--- src/rtl/pwm_capture.sv ---
// Recovers the duty value of a fixed-period PWM line; value/valid land 2 edges after the closing rise is sampled.
// No backpressure: strobes are single-cycle. Optional 3-tap glitch filter under PWM_CAPTURE_GLITCH_FILTER_EN.
module pwm_capture #(
    parameter int WIDTH   = 8,
    parameter int PERIOD  = 256,
    parameter int TIMEOUT = 512
) (
    input  logic             clock,
    input  logic             reset,
    input  logic             power,
    input  logic             pwmInput,
    output logic [WIDTH-1:0] value,
    output logic             valid,
    output logic             periodError,
    output logic             locked
);
    localparam int PCW = WIDTH + 2;
    localparam int HCW = WIDTH + 1;
    localparam logic [PCW-1:0] PERIOD_C  = PCW'(PERIOD);
    localparam logic [PCW-1:0] TIMEOUT_C = PCW'(TIMEOUT);
    localparam logic [HCW-1:0] HIGH_MAX  = {1'b0, {WIDTH{1'b1}}};

    typedef enum logic {WAIT_EDGE, MEASURE} state_t;

    state_t           state, state_nxt;
    logic [1:0]       sync;
    logic             s, s_prev, rise;
    logic [PCW-1:0]   period_count, period_nxt;
    logic [HCW-1:0]   high_count, high_nxt;
    logic [WIDTH-1:0] value_nxt, high_sat;
    logic             valid_nxt, error_nxt;

    always_ff @(posedge clock or posedge reset) begin
        if (reset) sync <= '0;
        else       sync <= {sync[0], pwmInput};
    end

`ifdef PWM_CAPTURE_GLITCH_FILTER_EN
    // Majority over the last three synchronized samples kills 1-cycle glitches.
    logic [1:0] hist;
    logic       s_filt;
    always_ff @(posedge clock or posedge reset) begin
        if (reset) begin
            hist   <= '0;
            s_filt <= 1'b0;
        end else begin
            hist   <= {hist[0], sync[1]};
            s_filt <= (sync[1] & hist[0]) | (sync[1] & hist[1]) | (hist[0] & hist[1]);
        end
    end
    assign s = s_filt;
`else
    assign s = sync[1];
`endif

    always_ff @(posedge clock or posedge reset) begin
        if (reset) s_prev <= 1'b0;
        else       s_prev <= s;
    end

    assign rise     = s & ~s_prev;
    assign high_sat = (high_count > HIGH_MAX) ? {WIDTH{1'b1}} : high_count[WIDTH-1:0];
    assign locked   = (state == MEASURE);

    always_comb begin
        state_nxt  = state;
        period_nxt = period_count;
        high_nxt   = high_count;
        value_nxt  = value;
        valid_nxt  = 1'b0;
        error_nxt  = 1'b0;
        if (!power) begin
            state_nxt  = WAIT_EDGE;
            period_nxt = '0;
            high_nxt   = '0;
        end else if (rise) begin
            // The first edge after WAIT_EDGE only opens a window.
            if (state == MEASURE) begin
                if (period_count == PERIOD_C) begin
                    value_nxt = high_sat;
                    valid_nxt = 1'b1;
                end else begin
                    error_nxt = 1'b1;
                end
            end
            state_nxt  = MEASURE;
            period_nxt = PCW'(1);
            high_nxt   = HCW'(1);
        end else if (period_count == TIMEOUT_C) begin
            value_nxt  = s ? {WIDTH{1'b1}} : '0;
            valid_nxt  = 1'b1;
            state_nxt  = WAIT_EDGE;
            period_nxt = '0;
            high_nxt   = '0;
        end else begin
            period_nxt = period_count + PCW'(1);
            if (s) high_nxt = high_count + HCW'(1);
        end
    end

    always_ff @(posedge clock or posedge reset) begin
        if (reset) begin
            state        <= WAIT_EDGE;
            period_count <= '0;
            high_count   <= '0;
            value        <= '0;
            valid        <= 1'b0;
            periodError  <= 1'b0;
        end else begin
            state        <= state_nxt;
            period_count <= period_nxt;
            high_count   <= high_nxt;
            value        <= value_nxt;
            valid        <= valid_nxt;
            periodError  <= error_nxt;
        end
    end
endmodule

--- config.mk ---
export PLATFORM = sky130hd
export DESIGN_NAME = pwm_capture
export DESIGN_NICKNAME = d
export VERILOG_FILES = /design/src/rtl/pwm_capture.sv
export SDC_FILE = /design/constraint.sdc
export NUM_CORES = 1
export LEC_CHECK = 0
export CAP_MARGIN = 30
export CORE_UTILIZATION = 56
export CTS_CLUSTER_SIZE = 8
export DETAILED_ROUTE_END_ITERATION = 8
export HOLD_SLACK_MARGIN = 0.06
export PLACE_DENSITY = 0.83
export SLEW_MARGIN = 20
export SYNTH_ARGS = -nofsm -noshare
export SYNTH_HDL_FRONTEND = slang
export SYNTH_SLANG_ARGS = --single-unit
--- constraint.sdc ---
create_clock -name clock -period 1.9 [get_ports clock]
set_clock_uncertainty 0.1 [all_clocks]
set_input_delay 0.38 -clock clock [delete_from_list [all_inputs] [get_ports clock]]
set_output_delay 0.38 -clock clock [all_outputs]
set_load 0.05 [all_outputs]
==> run_results.csv, run 1 <==
group,metric,value,unit
synthesis,synth-compound-area-share,0.139,
clocking,clk_pin_slew,110,ps
worst_setup_path,rr_worst_depth,7,
cells_and_area,num_antenna_cells,0,
detailed_routing,viasPerCell,6.08,
synthesis,synth_area,0.00159,mm2
timing,fin_hold_ws,255,ps
synthesis,synth.mux.area_fraction,0.0268,
clocking,clockBufferDepth,2,
synthesis,synth_top_area_share,0.519,
synthesis,ys.warnings.count,0,
run_status,outcome,"complete, no violations",
worst_setup_path,cpPeakStageDelay,440,ps
floorplanning,coreArea,0.00259,mm2
floorplanning,start_util,0.614,
placement,io_buffer_count,14,
cells_and_area,final_core_utilization,0.714,
flow_run,max-cap-violations,0,
cells_and_area,layout-drive-gt1-share,0.181,
worst_setup_path,r2r_slack,140,ps
power_and_ir_drop,leakagePower,0.860,nW
cells_and_area,syn_to_final_growth,16.3,%
synthesis,netlist-cell-type-count,34,
synthesis,ys_top_cells_by_area,"dfrtp_1, a21oi_1, nor2_1",
worst_setup_path,slowest_stage,"dfrtp_2",
worst_setup_path,crit_buf_inv,0,
floorplanning,die_area,0.00306,mm2
worst_setup_path,crit_fanout,6,
synthesis,yosys-top-cells-count,"dfrtp_1, nor2_1, inv_1",
global_routing,grt.total_usage,0.224,
clocking,h-tree-depth,2,
clocking,cts_resized,0,
floorplanning,num_rows,18,
synthesis,synth-seq-area-share,0.519,
clocking,cts_setup_buffers,0,
clocking,cts_buffers,5,
worst_setup_path,path_common_cell,"ha_1",
worst_setup_path,worstSetupPathType,"reg2reg",
floorplanning,io_pins,15,
timing,post-route-min-period,1760,ps
min_path,hold_path.class,"reg2reg",
worst_setup_path,r2r-start,"high_count[0]",
worst_setup_path,cp.arrival,1890,ps
global_routing,grt_pass1_wl,5310,um
synthesis,ys_seq_elements,33,
worst_setup_path,cp_top_family,"flip-flops",
synthesis,syn_avg_cell_area,10.1,um2
placement,gp_congestion,0.812,
clocking,insertion_delay,350,ps
placement,dpl.cell_count,204,
timing,hold_violations,0,
worst_setup_path,r2r_end,"value[4]",
detailed_routing,drt-initial-drc-count,59,
timing,finalCritPeriodShare,0.928,
timing,rsz0062_at_grt,"true",
synthesis,synth_edf_count,0,
timing,setup_viol,0,
worst_setup_path,critPathRequiredTime,2030,ps
power_and_ir_drop,p_per_area,710,mW/mm2
cells_and_area,fin_cells,212,
clocking,cts_sinks,33,
detailed_routing,firstDrtPassIters,4,
global_routing,grt_overflow,0,
worst_setup_path,crit_chain,"ha_1, nand3_2, nor2_1, ha_1, nand2b_1, a21oi_1, o2bb2ai_1",
placement,dp_hpwl,2190,um
detailed_routing,drt-wirelength-per-cell,15.0,um
detailed_routing,vias,1290,
synthesis,synthArstFlopShare,1.00,
clocking,cts_tree,"done",
global_routing,antenna_found_initial,0,
timing,slew_headroom,0.731,
detailed_routing,drc,0,
synthesis,synth_top_cell_by_area,"dfrtp_1",
synthesis,synth_top_family_by_area,"simple AND/OR/NAND/NOR gates",
synthesis,synth-xor-area-share,0.0496,
detailed_routing,routed_wl,3180,um
synthesis,synth_fp_nets,166,
clocking,cts-root-buf,"clkbuf_4",
worst_setup_path,startpoint,"high_count[0]",
power_and_ir_drop,vdd_drop_max,699,uV
worst_setup_path,worstSetupStartpointType,"flip-flop",
detailed_routing,ant_nets,0,
timing,slew_violations,0,
synthesis,synth_fa_ha_area_frac,0.0315,
synthesis,netlist_instances,158,
synthesis,synth_simple_gate_area_frac,0.191,
worst_setup_path,crit_path_end_kind,"flip-flop",
worst_setup_path,critPathCapture,"value[4]",
cells_and_area,nNetsFinal,189,
floorplanning,chipWidth,55.3,um
global_routing,grt_pass1_vias,1159,
global_routing,grt_max_degree,34,
clocking,cts_hold_buf,0,
floorplanning,die_h,55.3,um
timing,max_freq,0.567,GHz
synthesis,yosysMostFrequentCell,"dfrtp_1",
synthesis,ys.flop_type,"dfrtp_1",
timing,tightest_slew,404,ps
worst_setup_path,cp.depth,7,
how the worst min path moves through the flow:
stage,startpoint,endpoint,cells after the start,slack [ps]
6_report,sync[0],sync[1],0,250
5_1_grt,sync[0],sync[1],0,270
4_1_cts,sync[0],sync[1],0,260
3_5_place_dp,sync[0],sync[1],0,240
3_3_place_gp,sync[0],sync[1],0,230
2_1_floorplan,sync[0],sync[1],0,230
logic make-up (layout without fill, tap and decap cells):
kind of cell / count (synthesis) / after routing
AOI/OAI and AO/OA: 35 / 35
xor gates and xnor gates: 9 / 9
adders and majority gates: 4 / 4
buffers and inverters: 17 / 41
DFF: 33 / 33
muxes: 4 / 4
and+or+nand+nor: 56 / 56
worst register-to-register path, cell delays in order, from the launching register on:
cell,delay [ps]
dfrtp_2,440
ha_1,230
nand3_2,130
nor2_1,130
ha_1,170
nand2b_1,150
a21oi_1,220
o2bb2ai_1,80
cell usage in the layout (no fill, tap or decap), drive strengths merged:
cell	Yosys	final
buf	3	17
xnor2	3	3
nand3b	1	1
xor2	6	6
a41o	1	1
o21bai	1	1
clkdlybuf4s50	0	3
nor2b	4	4
or2	1	1
mux2i	2	2
o2bb2ai	6	6
o21ai	8	8
o211ai	1	1
and4	2	2
a22oi	2	2
a21boi	1	1
or4	1	1
dfrtp	33	33
and3b	1	1
and3	3	3
clkbuf	1	7
clkinv	0	1
ha	4	4
a31oi	2	2
or3	3	3
nor4	1	1
mux2	2	2
nor2	16	16
nand3	7	7
nand2b	2	2
nand4	7	7
inv	13	13
nand2	7	7
a21oi	12	12
a311oi	1	1
metrics by stage:
step	power [mW]	setup slack (ps)	cell area, um2	TNS, ps
finish	1.31	137	1850	0
global route	1.37	-12.6	1850	-12.6
CTS	1.31	56.3	1840	0
detailed placement	0.871	67.6	1770	0
global placement	0.865	162	1770	0
floorplan	0.827	327	1590	0
per-layer routing:
metal	routed length (um)	track usage
met4	36	0.0643
met3	191	0.0703
met5	0	0
met2	1480	0.353
met1	1470	0.300
report_power, final:
| part | switching [mW] | internal [mW] | total, mW |
|---|---|---|---|
| combinational | 0.0740 | 0.0442 | 0.118 |
| sequential | 0.0225 | 0.719 | 0.741 |
| clock | 0.239 | 0.214 | 0.453 |
sequential cells by signal (all words and copies together) (netlist names):
signal	cells
value	8
periodError	1
locked	1
period_count	10
sync	2
s_prev	1
high_count	9
valid	1
final cells by class:
| type | instances | area [um2] |
|---|---|---|
| inverter | 13 | 48.8 |
| fill | 192 | 741 |
| clock inverter | 1 | 5.00 |
| sequential | 33 | 828 |
| timing repair buffer | 20 | 158 |
| tap | 30 | 37.5 |
| clock buffer | 7 | 65.1 |
| multi-input combinational | 108 | 707 |
(Power assumes the default switching activity.)
==> run 2, diff against run 1 <==
CORE_ASPECT_RATIO = 0.7   (was unset)
==> run_results.csv, run 2 (same netlist as run 1, synthesis figures left out) <==
group,metric,value,unit
floorplanning,start_util,0.618,
cells_and_area,num_antenna_cells,0,
cells_and_area,syn_to_final_growth,18.7,%
cells_and_area,multi_input_area,703,um2
global_routing,antenna_found_initial,0,
placement,gp_congestion,0.878,
worst_setup_path,cpPeakStageDelay,410,ps
global_routing,grt.total_usage,0.251,
worst_setup_path,crit_buf_inv,0,
global_routing,grt_overflow,0,
clocking,insertion_delay,280,ps
clocking,clk_pin_slew,70,ps
worst_setup_path,worstSetupStartpointType,"flip-flop",
clocking,cts_tree,"done",
flow_run,max-cap-violations,0,
detailed_routing,firstDrtPassIters,4,
global_routing,grt_pass1_vias,1081,
floorplanning,die_h,46.6,um
timing,post-route-min-period,1750,ps
clocking,h-tree-depth,2,
cells_and_area,largest_reg_flops,10,
timing,timing.setup.tns,0,ps
detailed_routing,drc,0,
cells_and_area,regMostFlops,"period_count",
floorplanning,num_rows,15,
floorplanning,io_pins,15,
timing,finalCritPeriodShare,0.924,
power_and_ir_drop,p_per_area,761,mW/mm2
timing,hold_violations,0,
timing,slew_headroom,0.728,
global_routing,grt_max_degree,34,
worst_setup_path,worstSetupPathType,"reg2reg",
power_and_ir_drop,leakagePower,0.878,nW
worst_setup_path,critPathRequiredTime,1960,ps
clocking,cts_resized,0,
placement,dp_hpwl,2320,um
clocking,cts_buffers,5,
clocking,cts-root-buf,"clkbuf_8",
power_and_ir_drop,vdd_drop_max,385,uV
timing,setup_viol,0,
detailed_routing,viasPerCell,5.73,
timing,slew_violations,0,
timing,fin_hold_ws,257,ps
min_path,hold_path.class,"reg2reg",
detailed_routing,drt-wirelength-per-cell,15.1,um
worst_setup_path,path_common_cell,"ha_1",
floorplanning,die_area,0.00306,mm2
worst_setup_path,crit_fanout,6,
worst_setup_path,crit_chain,"ha_1, nand3_2, nor2_1, ha_1, nand2b_1, a21oi_1, o2bb2ai_1",
detailed_routing,vias,1244,
cells_and_area,final_area,0.00189,mm2
clocking,clockBufferDepth,2,
clocking,cts_hold_buf,0,
detailed_routing,drt-initial-drc-count,106,
cells_and_area,ff_latch_area,827,um2
run_status,outcome,"complete, no violations",
worst_setup_path,slowest_stage,"dfrtp_2",
cells_and_area,reg.largest.list,"period_count x10, high_count x9, value x8",
detailed_routing,ant_nets,0,
placement,placed_area,0.00178,mm2
worst_setup_path,cp.arrival,1810,ps
cells_and_area,layout-drive-gt1-share,0.175,
detailed_routing,routed_wl,3280,um
clocking,cts_sinks,33,
global_routing,grt_pass1_wl,5380,um
floorplanning,chipWidth,65.7,um
cells_and_area,final_common_cell,"dfrtp_1",
cells_and_area,nNetsFinal,190,
timing,max_freq,0.570,GHz
worst_setup_path,cp_top_family,"adder cells",
cells_and_area,layout_common_cells,"dfrtp_1, buf_4, nor2_1",
worst_setup_path,crit_path_end_kind,"flip-flop",
placement,io_buffer_count,14,
clocking,cts_setup_buffers,0,
timing,rsz0062_at_grt,"false",
floorplanning,coreArea,0.00257,mm2
cells_and_area,fillers,184,
timing,tightest_slew,408,ps
==> run 2: changes by cell type in the layout (fill, tap and decap cells not counted) <==
cell and delta:
clkbuf_4 -5, clkbuf_8 +5, buf_4 +1, a21oi_2 -1, dfrtp_2 -1, a21oi_1 +1, dfrtp_1 +1
==> run 2: where the power goes <==
group          internal [mW]  switching, mW  total [mW]
clock network          0.327          0.242       0.569
logic                 0.0475         0.0826       0.130
registers              0.719         0.0177       0.737
total                   1.09          0.343        1.44
==> run 2: routing by layer <==
metal / share of wire / vias up / track usage
met5: 0 / - / 0
met4: 0.0024 / 0 / 0.0696
met3: 0.058 / 2 / 0.0965
met2: 0.44 / 47 / 0.324
met1: 0.50 / 591 / 0.379
li1: - / 604 / -
==> run 2: final timing paths <==
| path | from | to | slack (ps) | depth (start not counted) |
|---|---|---|---|---|
| min in group asynchronous | reset | locked | 400 | 3 |
| max in group asynchronous | reset | high_count[1] | 980 | 3 |
| min reg2reg | sync[0] | sync[1] | 260 | 0 |
| max reg2reg | high_count[1] | value[6] | 150 | 7 |
| max | high_count[1] | value[6] | 150 | 7 |
| min | sync[0] | sync[1] | 260 | 0 |
==> run 2: stage by stage <==
step / cells / worst slack [ps] / utilization / total power [mW]
finish: 217 / 145 / 0.734 / 1.44
global route: 217 / 35.2 / 0.734 / 1.51
CTS: 217 / 92.7 / 0.731 / 1.44
detailed placement: 209 / 52.2 / 0.692 / 0.877
global placement: 209 / 163 / 0.692 / 0.872
floorplan: 158 / 327 / - / 0.827
==> run 2: layout make-up <==
type | count | share of cell area
tap | 34 | 0.0225
multi-input combinational | 108 | 0.372
inverter | 13 | 0.0258
sequential | 33 | 0.438
clock inverter | 1 | 0.00265
timing repair buffer | 21 | 0.0875
clock buffer | 7 | 0.0510
